`src/rtl/gate_selftest_seq.sv`:
```
// gate_selftest_seq
//
// Self-test sequencer for a 2-input combinational gate cell. Drives the
// gate's inputs through 00, 01, 10, 11 and holds each vector for
// SETTLE_CYCLES cycles. On the last cycle of each hold it samples the gate
// output and compares it with TRUTH_TABLE[{a,b}]. Results are reported as
// an error count, a per-vector failure mask and a pass flag.
//
// Parameters:
//   TRUTH_TABLE    expected gate output per vector, bit index = {a,b}
//                  (default 4'b1000 = AND)
//   SETTLE_CYCLES  cycles each vector is held before sampling (1..15)
//
// Ports:
//   clk        in   sole clock, rising edge
//   rst        in   asynchronous active-high reset
//   start      in   begin a run; honoured only in IDLE or DONE
//   dut_out    in   output of the gate under test
//   a, b       out  registered gate inputs
//   busy       out  run in progress
//   done       out  run complete, held until the next start
//   pass       out  valid with done; 1 = no mismatches
//   err_count  out  number of mismatching vectors (0..4)
//   fail_mask  out  bit i set = vector i mismatched
//
// Optional feature:
//   GATE_SELFTEST_STOP_ON_FAIL_EN  when defined, the first mismatch ends
//                                  the run at its sample edge.

module gate_selftest_seq #(
    parameter logic [3:0]  TRUTH_TABLE   = 4'b1000,
    parameter int unsigned SETTLE_CYCLES = 2
) (
    input  logic       clk,
    input  logic       rst,
    input  logic       start,
    input  logic       dut_out,
    output logic       a,
    output logic       b,
    output logic       busy,
    output logic       done,
    output logic       pass,
    output logic [2:0] err_count,
    output logic [3:0] fail_mask
);

    // The counter is loaded with SETTLE_CYCLES-1 and the sample happens on
    // the cycle it reads zero, so each vector spans exactly SETTLE_CYCLES edges.
    localparam logic [3:0] CNT_LOAD = 4'(SETTLE_CYCLES - 1);

    typedef enum logic [1:0] {
        IDLE,
        APPLY,
        DONE
    } state_t;

    state_t     state, state_d;
    logic [1:0] idx, idx_d;
    logic [3:0] cnt, cnt_d;
    logic       a_d, b_d, busy_d, done_d, pass_d;
    logic [2:0] err_d;
    logic [3:0] mask_d;
    logic       mismatch;
    logic       last_vec;

    always_comb begin
        state_d  = state;
        idx_d    = idx;
        cnt_d    = cnt;
        a_d      = a;
        b_d      = b;
        busy_d   = busy;
        done_d   = done;
        pass_d   = pass;
        err_d    = err_count;
        mask_d   = fail_mask;
        mismatch = (dut_out != TRUTH_TABLE[idx]);
        last_vec = 1'b0;

        case (state)
            IDLE, DONE: begin
                a_d = 1'b0;
                b_d = 1'b0;
                if (start) begin
                    state_d = APPLY;
                    idx_d   = 2'd0;
                    cnt_d   = CNT_LOAD;
                    busy_d  = 1'b1;
                    done_d  = 1'b0;
                    pass_d  = 1'b0;
                    err_d   = '0;
                    mask_d  = '0;
                end
            end

            APPLY: begin
                if (cnt != 4'd0) begin
                    cnt_d = cnt - 4'd1;
                end else begin
                    if (mismatch) begin
                        err_d       = err_count + 3'd1;
                        mask_d[idx] = 1'b1;
                    end
`ifdef GATE_SELFTEST_STOP_ON_FAIL_EN
                    last_vec = (idx == 2'd3) || mismatch;
`else
                    last_vec = (idx == 2'd3);
`endif
                    if (last_vec) begin
                        // pass is derived from the updated count so the
                        // final vector's result is included.
                        state_d = DONE;
                        busy_d  = 1'b0;
                        done_d  = 1'b1;
                        pass_d  = (err_d == 3'd0);
                        a_d     = 1'b0;
                        b_d     = 1'b0;
                        idx_d   = 2'd0;
                        cnt_d   = 4'd0;
                    end else begin
                        idx_d      = idx + 2'd1;
                        cnt_d      = CNT_LOAD;
                        {a_d, b_d} = idx + 2'd1;
                    end
                end
            end

            default: begin
                state_d = IDLE;
            end
        endcase
    end

    always_ff @(posedge clk or posedge rst) begin
        if (rst) begin
            state     <= IDLE;
            idx       <= '0;
            cnt       <= '0;
            a         <= 1'b0;
            b         <= 1'b0;
            busy      <= 1'b0;
            done      <= 1'b0;
            pass      <= 1'b0;
            err_count <= '0;
            fail_mask <= '0;
        end else begin
            state     <= state_d;
            idx       <= idx_d;
            cnt       <= cnt_d;
            a         <= a_d;
            b         <= b_d;
            busy      <= busy_d;
            done      <= done_d;
            pass      <= pass_d;
            err_count <= err_d;
            fail_mask <= mask_d;
        end
    end

endmodule
```
`config.mk`:
```
export PLATFORM = sky130hd
export DESIGN_NAME = gate_selftest_seq
export DESIGN_NICKNAME = d
export VERILOG_FILES = /design/src/rtl/gate_selftest_seq.sv
export SDC_FILE = /design/constraint.sdc
export NUM_CORES = 1
export LEC_CHECK = 0
export ABC_AREA = 1
export CAP_MARGIN = 20
export CELL_PAD_IN_SITES_DETAIL_PLACEMENT = 1
export CELL_PAD_IN_SITES_GLOBAL_PLACEMENT = 1
export CORE_UTILIZATION = 37
export CTS_BUF_LIST = sky130_fd_sc_hd__clkbuf_8
export DETAILED_ROUTE_END_ITERATION = 12
export PLACE_DENSITY_LB_ADDON = 0.1
export SKIP_CTS_REPAIR_TIMING = 1
export SYNTH_ARGS = -nofsm -noshare
export SYNTH_HDL_FRONTEND = slang
export SYNTH_SLANG_ARGS = --single-unit
export TNS_END_PERCENT = 1
```
`constraint.sdc`:
```
create_clock -name clk -period 1.3 [get_ports clk]
set_input_delay 0.26 -clock clk [delete_from_list [all_inputs] [get_ports clk]]
set_output_delay 0.26 -clock clk [all_outputs]
set_load 0.1 [all_outputs]
```
**Word level (Yosys, flattened, before mapping)**

Index checks and enable logic that the tools add are counted.

- Input port bits: 4
- Output and inout bits: 12
- Memory bits (read-only): 0
- Word-level logic and storage cells: 79
- Bits in writable memories: 0
- Flip-flop bits (word level): 20
- Memories: 0
- Latch bits: 0

- Equality and inequality tests: 8
- Multiplexer cells: 43
- Magnitude comparators: 2
- $mul: 0
- Bitwise logic cells: 1
- Add/sub/neg operators: 3
- Shift-type cells: 0
- Reductions and logical operators: 12
- Divide/modulo/power cells: 0

Operators by type and width:

| cell | number |
|---|---|
| $mux 4 | 5 |
| $pmux 4 s2 | 2 |
| $mux 1 | 15 |
| $mux 3 | 5 |
| $mux 2 | 6 |
| $pmux 1 s2 | 5 |
| $ne 2x2->1 const B | 4 |
| $pmux 2 s2 | 2 |
| $reduce_and 4->1 | 2 |
| $pmux 3 s2 | 1 |
| $reduce_and 3->1 | 2 |
| $eq 2x2->1 const B | 2 |
| $or 4x4->4 | 1 |
| $reduce_and 2->1 | 2 |
| $reduce_bool 4->1 | 1 |
| $sub 4x1->4 const B | 1 |
| $add 3x1->3 const B | 1 |
| $logic_not 3->1 | 1 |
| $lt 2x3->1 const B | 1 |
| $add 2x1->2 const B | 1 |
| $bmux 1 s2 | 1 |
| $demux 1 s2 | 1 |
| $eq 2x1->1 const B | 1 |
| $ge 2x1->1 const B | 1 |
| 5 further kinds | 5 |

**Depth between registers and ports, before layout**

Gate-level depths: netlist (run 1).

- Depth in word-level cells: 10
- Depth in mapped cells: 9
- Depth with buffers taken out: 9

**Worst setup path before layout (run 1)**

No wires, ideal clock.

- Path kind: reg2reg
- Start: register err_count[1]
- End: register pass
- Arrival time: 1640 ps
- Required time: 1232 ps
- Cell stages (with the launch flop): 10
- Library setup time: 68 ps
- Path buffers: 0
- Slack: -408 ps
- Clock period less this slack: 1708 ps
- Cells stage by stage: dfrtp_1 -> ha_1 -> inv_1 -> nand2_1 -> nand2_1 -> nand2_1 -> nand2_1 -> inv_1 -> nand3_1 -> nand2_1

- Longest elaborated chain between the ends: 8

RTL lines:

| element | RTL line | RTL |
|---|---|---|
| from (decl) | 43 | `output logic [2:0] err_count,` |
| from (signal assigned) | 155 | `err_count <= err_d;` |
| $add 3x1->3 | 101 | `err_d = err_count + 3'd1;` |
| $mux 3 * | 100 | `if (mismatch) begin` |
| $mux 3 * | 97 | `if (cnt != 4'd0) begin` |
| $mux 3 * | 80 | `case (state)` |
| $logic_not 3->1 * | 115 | `pass_d = (err_d == 3'd0);` |
| $mux 1 * | 109 | `if (last_vec) begin` |
| $mux 1 * | 97 |  |
| $pmux 1 s2 * | 80 |  |
| to (signal assigned) | 154 | `pass <= pass_d;` |
| to (decl) | 42 | `output logic pass,` |

Every way passes the cells marked *; elsewhere a longest branch is shown, timed or not. The select of a mux whose other input is x is not followed.
A chain may end at the register's enable or synchronous reset.

**Worst setup path in the final report (run 1)**

- Start: register cnt[1]
- End: register err_count[1]

- Longest elaborated chain between the ends: 3

RTL lines:

| element | RTL line | RTL |
|---|---|---|
| from (decl) | 59 | `logic [3:0] cnt, cnt_d;` |
| from (signal assigned) | 149 | `cnt <= cnt_d;` |
| $reduce_bool 4->1 | 97 |  |
| $ne 2x2->1 (no source line) | n/a |  |
| $reduce_and 3->1 (no source line) | n/a |  |

No other way between the ends.

==> results of run 1 <==
==> placed cells by master, fill, tap and decap left out <==
master,Yosys,final
dfrtp_1,20,12
nand3_1,13,12
nor3_2,0,1
nand2_8,1,2
buf_12,0,13
dfrtp_4,0,2
inv_4,1,2
nand3_2,0,1
nand2_4,4,7
clkdlybuf4s50_1,0,3
clkbuf_8,0,3
nor3_1,2,1
inv_1,15,13
o21ai_0,3,1
nor2_4,1,2
o22ai_2,0,1
inv_2,2,4
xor2_1,2,2
ha_4,0,3
nand2_1,39,35
buf_4,0,14
nor2_1,14,14
dfrtp_2,0,6
nand2_2,4,4
o22ai_1,5,4
o21ai_1,0,2
ha_1,7,4
a21oi_4,1,1
o21ai_4,0,1
==> layout make-up <==
type                            instances  area share
Clock inverter                          1     0.00217
Clock buffer                            3      0.0239
Multi-Input combinational cell         98       0.383
Sequential cell                        20       0.298
Inverter                               18      0.0419
Tap cell                               31      0.0224
Timing Repair Buffer                   30       0.228
==> synth_stat cells <==
library cell  count
nand2_1          39
inv_1            15
inv_2             2
o22ai_1           5
nand3_1          13
nor3_1            2
a21oi_4           1
o21ai_0           3
nand2_4           4
o21ai_2           1
nand2_2           4
buf_6             1
nor2_4            1
nor2_2            1
inv_4             1
dfrtp_1          20
nor2_1           14
nand2_8           1
xor2_1            2
ha_1              7
==> per-layer routing <==
layer | vias up | GRT usage | wire length, um
met5 | - | 0 | 0
met1 | 496 | 0.237 | 1270
met2 | 14 | 0.329 | 1490
met3 | 5 | 0.0272 | 64
li1 | 493 | - | -
met4 | 0 | 0.0627 | 40
==> state kept, by name (all words and copies together) (netlist names) <==
| register | cells |
|---|---|
| err_count | 3 |
| state | 2 |
| busy | 1 |
| pass | 1 |
| b | 1 |
| cnt | 4 |
| done | 1 |
| fail_mask | 4 |
| idx | 2 |
| a | 1 |
==> worst reg2reg max path: stages (launching register included) <==
cell     delay [ps]
dfrtp_1         390
inv_2            90
ha_4            140
nand2_4          50
nor2_4          150
nand2_8         110
buf_4           160
nand3_1          70
nand2_1          70
==> per-stage QoR <==
stage               hold slack, ps  TNS [ps]
floorplan                      224     -5.98
global placement               456     -1250
detailed placement             478     -2100
CTS                            331      -636
global route                   379     -1170
finish                         322      -192
==> worst max path at each step <==
stage / to / cells after the start / startpoint
2_1_floorplan: pass$_DFFE_PP0P_ / 9 / err_count[1]$_DFFE_PP0P_
3_3_place_gp: fail_mask[3]$_DFFE_PP0P_ / 8 / dut_out
3_5_place_dp: fail_mask[2]$_DFFE_PP0P_ / 8 / dut_out
4_1_cts: pass$_DFFE_PP0P_ / 9 / cnt[0]$_DFFE_PP0P_
5_1_grt: err_count[1]$_DFFE_PP0P_ / 8 / cnt[1]$_DFFE_PP0P_
6_report: err_count[1]$_DFFE_PP0P_ / 8 / cnt[1]$_DFFE_PP0P_
==> cells by family (layout without fill, tap and decap cells) <==
family,Yosys count,count (layout)
fa+ha+maj,7,7
flops,20,20
compound gates,10,10
buf+inv,19,52
xor+xnor,2,2
simple gates,79,79
==> summary.md, run 1 <==
| Metric | Value |
|---|---|
| Final WS setup | -47.5 ps |
| Starting Density | 0.403 |
| Synth Warn # | 0 |
| Largest area contributor in the netlist | dfrtp_1 |
| Antenna cells | 0 |
| Final cell count without fillers | ~200 |
| Vias in the first global route | 1049 |
| Worst slack at placement | -252 ps |
| Setup Crit Path Kind | register to register |
| Sink Count | 20 |
| Fmax | approximately 740 MHz |
| Critical Path RT | around 1500 ps |
| Core Region | around 0.0028 mm^2 |
| Num CTS Buffers | 3 |
| I/O pin total | 16 |
| DR WL/cell | about 14 um |
| Vias/cell | roughly 5 |
| Multi-input logic area | roughly 660 um^2 |
| Finished Cell Area | 0.00173 mm^2 |
| Residual DRC | 1 |
| IO buf count | 15 |
| Largest cells by area after synthesis | dfrtp_1 (44%), nand2_1 (13%), ha_1 (7.7%), nand3_1 (5.7%), inv_1 (4.9%) |
| Count of state elements after synthesis | 20 |
| Initial DRC count | 8 |
| Slew Limit Fails | 0 |
| R2R Path End | err_count[1]$_DFFE_PP0P_ |
| Critical Path Fanout Max | 5 |
| Final core occ | 0.612 |
| R2R Setup Slk | -50 ps |
| Cell Area, Synth | 0.00114 mm^2 |
| Synth Instances | 137 |
| Routed Wire Length | approximately 2900 um |
| CP bufs+invs | 2 |
| Final Hold Vio Count | 0 |
| Outcome | finished with violations |
| Placed cell count | between 150 and 200 |
| Mux cell area share after synthesis | 0 |
| Final setup viols | 11 |
| Failing checks | design-rule violations, negative setup slack |
| Crit. End Element | register |
| Avg Cell Area, Syn | between 8 and 9 um^2 |
| Post-Synth Simple-Gate Area | 0.335 |
| Critical path launch point type | register |
| Slowest cell delay on critical path | a little under 400 ps |
| Global-route wire length before repair | 4690 um |
| Row cnt | 19 |
| DR pass1 iterations | 8 |
| Die Wd | roughly 58 um |
| CTS Root Cell | clkbuf_8 |
| ANT nets after route | 0 |
| Routability cong. | about 0.8 |
| Area delta synth->final | 51.8% |
| Yosys cell types | 20 |
| Clock H-tree levels | 1 |
| Fin crit period | about 1300 ps |
| Max-cap violations | 0 |
| Worst r2r src | cnt[1]$_DFFE_PP0P_ |
| Die height | about 58 um |
| Initial antenna violation count | 0 |
| Nets | roughly 180 |
| R2R depth | 8 |
| Post-DP Area | between 0.0015 and 0.002 mm^2 |
| Period utilisation layout | 1.04 |
| Global route overflow | 0 |
| Synth Area in XOR/XNOR | 0.0154 |
| Clk buf depth | 2 |
| Slowest-stage cell, CP | dfrtp_1 |
| Delay-heaviest family, CP | simple AND/OR/NAND/NOR gates |
| Seq/Total Area, Yosys | 0.439 |
| GRT Total Usage | 0.188 |
| CTS tree | done |
| Clock Skews | 5.24 ps |
| Largest net degree at the start of global routing | 21 |
| Critical-path cell list | inv_2 -> ha_4 -> nand2_4 -> nor2_4 -> nand2_8 -> buf_4 -> nand3_1 -> nand2_1 |
| Post-Synth Adder-Cell Area | 0.0768 |
| Tightest Hold Check Type | input port to asynchronous set/reset pin |
| Largest family of logic cells by synthesized area | simple AND/OR/NAND/NOR gates |
| Register area | roughly 520 um^2 |
| Unrepaired setup endpoints after global routing | yes |
| Clk slew on worst S/H paths | about 80 ps |
| Synth Area in Compound Gates | 0.0626 |
| Fillers | 322 |
| Ratio of cells with drive above 1 in the final layout | 0.394 |
| Critical Path AT | 1490 ps |
| Worst Max-Slew Pin Slew | 273 ps |
| Area fraction of the dominant cell type after synthesis | 0.439 |
| Dpl hpwl | ~2200 um |
| Via total after detailed routing | between 1000 and 1500 |
| Slew HR | 0.818 |
| Die Footprint | 0.00331 mm^2 |
| Synthesized net count | 148 |
| Worst-Skew Late Latency | roughly 260 ps |
Power of run 1 is left out: the tool's default activity adds up to more than one toggle a clock period on the data nets, which glitch-free logic cannot reach.
==> run 2, diff against run 1 <==
Settings changed: ABC_AREA 1 to default, CORE_UTILIZATION 37 to 38.
==> run 2 against run 1 <==
The run ends with negative setup slack left. Flip-flop and latch count is the same. Count of clock-buffer cells in the layout rose by 1. First-iteration DRC count fell by 50%. Global-route usage up 3.4 points. Largest cell class unchanged.
==> summary.md, run 2 <==
| Metric | Value |
|---|---|
| Ratio of cells with drive above 1 in the final layout | 0.477 |
| Psw | 2140 uW |
| Maximum VDD drop | about 0.0020 V |
| Failing checks | negative setup slack |
| Fin Setup TNS | -3910 ps |
| Initial antenna violation count | 0 |
| Sw Share | 0.474 |
| Critical path launch point type | register |
| Area fraction of the dominant cell type after synthesis | 0.503 |
| Routability cong. | ~0.76 |
| Initial DRC count | 4 |
| Yosys cell types | 34 |
| Starting Density | 0.402 |
| Synth Area in Compound Gates | 0.164 |
| Largest net degree at the start of global routing | 21 |
| Largest family of logic cells by synthesized area | simple AND/OR/NAND/NOR gates |
| ANT nets after route | 0 |
| Sequential share of power | 0.239 |
| Leakage | 0.000762 uW |
| Synth Instances | 89 |
| DR pass1 iterations | 4 |
| Critical Path RT | 1480 ps |
| Unrepaired setup endpoints after global routing | yes |
| Final cell count without fillers | 162 |
| Mux cell area share after synthesis | 0.0226 |
| Area delta synth->final | 63.0% |
| Die Wd | approximately 53 um |
| Top FF cell, synth | dfrtp_1 |
| Critical Path Fanout Max | 3 |
| Global-route wire length before repair | about 4400 um |
| Fillers | ~260 |
| Final WS setup | -382 ps |
| Largest cells by area after synthesis | dfrtp_1 (50%), ha_1 (8.8%), a22o_1 (3.5%), nand2_1 (2.6%), o21ai_1 (2.5%) |
| Clock Skews | slightly above 5 ps |
| Cell Area, Synth | slightly below 0.001 mm^2 |
| Top Registers | cnt (4), fail_mask (4), err_count (3) |
| Final Hold Vio Count | 0 |
| Period utilisation layout | 1.29 |
| Register area | ~500 um^2 |
| Global route overflow | 0 |
| Clk slew on worst S/H paths | 80 ps |
| Final setup viols | 20 |
| Cell with the most instances after synthesis | dfrtp_1 |
| Via total after detailed routing | about 860 |
| Num CTS Buffers | 3 |
| Core Region | 0.00248 mm^2 |
| Row cnt | 18 |
| Most frequent cells after synthesis | dfrtp_1 (20), ha_1 (7), nand2_1 (7) |
| Pwr per Cell Area | roughly 2800 mW/mm^2 |
| Clk pwr share | 0.108 |
| CTS Root Cell | clkbuf_8 |
| Worst Max-Slew Pin Slew | between 200 and 300 ps |
| Avg Cell Area, Syn | roughly 11 um^2 |
| Clk buf depth | 2 |
| Post-Synth Adder-Cell Area | 0.0881 |
| Post-Synth Simple-Gate Area | 0.169 |
| Hold WS | roughly 330 ps |
| DR WL/cell | 17.5 um |
| Combinational share of power | 0.653 |
| Highest-count cells in the layout ignoring fill and taps | buf_4 (22), dfrtp_1 (18), buf_12 (12) |
| Vias in the first global route | between 900 and 1000 |
| Tightest Hold Check Type | input port to asynchronous set/reset pin |
| Sink Count | 20 |
| Synth Area in XOR/XNOR | 0.0264 |
| IO buf count | 15 |
| Fin crit period | 1680 ps |
| Total chip power | 4520 uW |
| Int Power | 2370 uW |
| Max-cap violations | 0 |
| Synthesized net count | 100 |
| Die Footprint | 0.00283 mm^2 |
| I/O pin total | 16 |
| Outcome | finished with violations |
| Routed Wire Length | 2840 um |
| Seq/Total Area, Yosys | 0.503 |
| GRT Total Usage | 0.222 |
| Worst slack at placement | -379 ps |
| EDFF count, synth | 0 |
| Largest area contributor in the netlist | dfrtp_1 |
| Setup Crit Path Kind | register to register |
| Multi-input logic area | ~530 um^2 |
| Crit. End Element | register |
| Worst-Skew Late Latency | 260 ps |
| Placed cell count | approximately 160 |
| Count of state elements after synthesis | 20 |
| CTS tree | done |
| Clock H-tree levels | 1 |
| Ys async rst share | 1.00 |
| Residual DRC | 0 |
| Fmax | 595 MHz |
| Dpl hpwl | ~2000 um |
| Slew HR | 0.808 |
| Die height | between 50 and 60 um |
| Commonest non-fill, non-tap cell in the layout | buf_4 |
| Slew Limit Fails | 0 |
| Nets | ~140 |
| Antenna cells | 0 |
| Vias/cell | between 5 and 6 |
| Critical Path AT | ~1900 ps |
| Synth Warn # | 0 |
==> run 2: metrics by stage <==
step           cell area, um^2   util
2_1_floorplan             1010      -
3_3_place_gp              1500  0.607
3_5_place_dp              1500  0.607
4_1_cts                   1560  0.629
5_1_grt                   1620  0.655
6_report                  1620  0.655
==> run 2: critical path, cell delays in order, from the launching register on <==
cell and delay [ps]:
dfrtp_1 400, inv_2 90, ha_4 140, or3b_4 410
or4_4 440, o21ai_1 120
==> run 2: metal layers <==
metal	vias to the layer above	GRT usage	part of all wire
li1	403	-	-
met1	424	0.246	0.40
met2	20	0.411	0.56
met3	8	0.0345	0.019
met4	0	0.0921	0.023
met5	-	0	0
==> run 2: final cells by class <==
type                    instances  area share
clock buffers                   4      0.0340
inverters                       6      0.0139
multi-input cells              62       0.329
flip-flops and latches         20       0.310
well taps                      30      0.0231
repair buffers                 40       0.289
==> run 2: cells by family (layout without fill, tap and decap cells) <==
group,count (synthesis),after routing
mux,2,2
compound gates,22,22
flops,20,20
buf+inv,7,50
fa+ha+maj,7,7
xor+xnor,3,3
simple gates,28,28
==> run 2: power by group through the flow <==
stage	Clock, uW	Sequential (uW)	Combinational, uW
after floorplan	0	1930	738
after global placement	0	1060	2720
after detailed placement	0	1070	2800
after CTS	496	1060	2820
after global routing	513	1110	3110
final	487	1080	2950
==> run 2: worst paths after layout <==
check | startpoint | endpoint | slack (ps) | cells after the start
worst max-delay path | cnt[0]$_DFFE_PP0P_ | idx[0]$_DFFE_PP0P_ | -380 | 5
worst min-delay path | rst | busy$_DFFE_PP0P_ | 330 | 3
worst max register to register | cnt[0]$_DFFE_PP0P_ | idx[0]$_DFFE_PP0P_ | -380 | 5
worst min register to register | fail_mask[3]$_DFFE_PP0P_ | fail_mask[3]$_DFFE_PP0P_ | 550 | 2
max in group asynchronous | rst | err_count[1]$_DFFE_PP0P_ | 730 | 3
min in group clk | fail_mask[3]$_DFFE_PP0P_ | fail_mask[3]$_DFFE_PP0P_ | 550 | 2
No activity file was read; power rests on OpenSTA's default activity.
==> run 3, diff against run 2 <==
Settings changed: CELL_PAD_IN_SITES_DETAIL_PLACEMENT 1 to default, CELL_PAD_IN_SITES_GLOBAL_PLACEMENT 1 to default, CORE_UTILIZATION 38 to 49, PLACE_DENSITY from default to 0.77, PLACE_DENSITY_LB_ADDON 0.1 to default.
==> run 3 against run 2 <==
The run still ends with negative setup slack left. Global-route usage increased by 3.8 points. Sequential power about the same. Critical path type unchanged. Maximum frequency increased by 2.5%. Critical endpoint is now err_count[0]$_DFFE_PP0P_. Clock skew increased by 3.3 ps. Highest routed layer unchanged.
==> summary.md, run 3 (synthesized netlist as in run 2, its figures left out) <==
| Metric | Value |
|---|---|
| Outcome | finished with violations |
| Failing checks | negative setup slack |
| Core Region | between 0.0015 and 0.002 mm^2 |
| Residual DRC | 0 |
| Num CTS Buffers | 3 |
| Ratio of cells with drive above 1 in the final layout | 0.422 |
| Worst-Skew Late Latency | ~260 ps |
| Vias in the first global route | between 800 and 900 |
| R2R Setup Slk | -340 ps |
| R2R Path End | err_count[0]$_DFFE_PP0P_ |
| DR WL/cell | approximately 16 um |
| Leakage | about 0.00073 uW |
| CTS tree | done |
| ANT nets after route | 0 |
| Nets | between 100 and 150 |
| DR pass1 iterations | 4 |
| IO buf count | 15 |
| Final cell count without fillers | approximately 150 |
| CP Depth | 6 |
| Delay-heaviest family, CP | simple AND/OR/NAND/NOR gates |
| Slew Limit Fails | 0 |
| Clk slew on worst S/H paths | approximately 70 ps |
| Dpl hpwl | about 1800 um |
| Worst Setup EP | err_count[0]$_DFFE_PP0P_ |
| Unrepaired setup endpoints after global routing | yes |
| Final WS setup | -340 ps |
| Sink Count | 20 |
| Pwr per Cell Area | 2770 mW/mm^2 |
| Critical Path Fanout Max | 3 |
| Post-DP Area | roughly 0.0015 mm^2 |
| Fillers | approximately 100 |
| CTS Root Cell | clkbuf_8 |
| Die height | approximately 47 um |
| Placed cell count | between 100 and 150 |
| Worst Max-Slew Pin Slew | 342 ps |
| Worst r2r src | cnt[1]$_DFFE_PP0P_ |
| Largest net degree at the start of global routing | 21 |
| Initial DRC count | 9 |
| Slew HR | 0.771 |
| Row cnt | 15 |
| WL met1 | 1080 um |
| Top Registers | cnt (4), fail_mask (4), err_count (3) |
| Critical Path AT | 1790 ps |
| Max-cap violations | 0 |
| Hold WS | roughly 320 ps |
| Fmax | between 600 and 700 MHz |
| Die Wd | between 40 and 50 um |
| Clock H-tree levels | 1 |
| Setup Crit Path Kind | register to register |
| Critical Path RT | 1450 ps |
| Critical path launch point type | register |
| Crit. End Element | register |
| Starting Density | 0.546 |
| Routed wire length on met3 | 68 um |
| Finished Cell Area | approximately 0.0015 mm^2 |
| Slowest cell delay on critical path | 410 ps |
| Tightest Hold Check Type | input port to asynchronous set/reset pin |
| GRT Total Usage | 0.259 |
| Global-route wire length before repair | 3860 um |
| Global route overflow | 0 |
| Vias/cell | 5.42 |
| Initial antenna violation count | 0 |
| CP bufs+invs | 1 |
| Clk buf depth | 2 |
| Met2 wire length | ~1200 um |
| R2R depth | 6 |
| Area delta synth->final | 55.0% |
| Final Hold Vio Count | 0 |
| Antenna cells | 0 |
| Worst slack at placement | -374 ps |
| Clock Skews | 8.31 ps |
| Fin crit period | ~1600 ps |
| Routed Wire Length | around 2400 um |
| Die Footprint | 0.00221 mm^2 |
| Maximum VDD drop | roughly 0.0021 V |
| Routability cong. | around 0.80 |
| Period utilisation layout | 1.26 |
| Top sig layer | met4 |
| I/O pin total | 16 |
| Final setup viols | 20 |
| Slowest-stage cell, CP | or3b_4 |
| CP startpoint | cnt[1]$_DFFE_PP0P_ |
| Commonest non-fill, non-tap cell in the layout | buf_4 |
| Critical-path cell list | inv_2 -> ha_4 -> or3b_4 -> o21ai_4 -> o21ai_2 -> mux2_4 |
| Highest-count cells in the layout ignoring fill and taps | buf_4 (21), dfrtp_1 (18), buf_12 (12) |
| Via total after detailed routing | 830 |
run 3: tightest hold or removal path, delay by kind of cell:
kind,cells,cell delay [ps]
buffers and inverters,3,700
run 3: report_power, final:
group	switching [uW]	internal, uW	leakage, uW
clock	196	210	0.0000269
combinational	1620	1160	0.000451
sequential	225	857	0.000253
run 3: layout make-up:
cell class / count / area [um^2] / share of cell area
Clock buffer: 3 / 41.3 / 0.0268
Clock inverter: 1 / 3.75 / 0.00244
Inverter: 6 / 22.5 / 0.0146
Multi-Input combinational cell: 62 / 512 / 0.332
Sequential cell: 20 / 503 / 0.326
Tap cell: 25 / 31.3 / 0.0203
Timing Repair Buffer: 36 / 428 / 0.278
run 3: how the worst min path moves through the flow:
| stage | to | slack (ps) | cells after the start | from |
|---|---|---|---|---|
| finish | fail_mask[2]$_DFFE_PP0P_ | 320 | 3 | rst |
| detailed placement | fail_mask[3]$_DFFE_PP0P_ | 530 | 2 | fail_mask[3]$_DFFE_PP0P_ |
| global route | fail_mask[2]$_DFFE_PP0P_ | 370 | 3 | rst |
| global placement | done$_DFFE_PP0P_ | 520 | 2 | done$_DFFE_PP0P_ |
| CTS | fail_mask[2]$_DFFE_PP0P_ | 330 | 3 | rst |
| floorplan | a$_DFFE_PP0P_ | 220 | 1 | rst |
run 3: per-layer routing:
metal / vias up / global-route usage
met3: 2 / 0.0385
met2: 22 / 0.450
met4: 0 / 0.0914
met5: - / 0
met1: 412 / 0.330
li1: 394 / -
run 3: through the flow:
step                      total power (uW)  setup TNS [ps]   util
after CTS                             4220           -4720  0.830
final                                 4270           -3880  0.847
after global routing                  4490           -5510  0.847
after floorplan                       2660           -1950      -
after detailed placement              3790           -4750  0.805
after global placement                3690           -3860  0.805
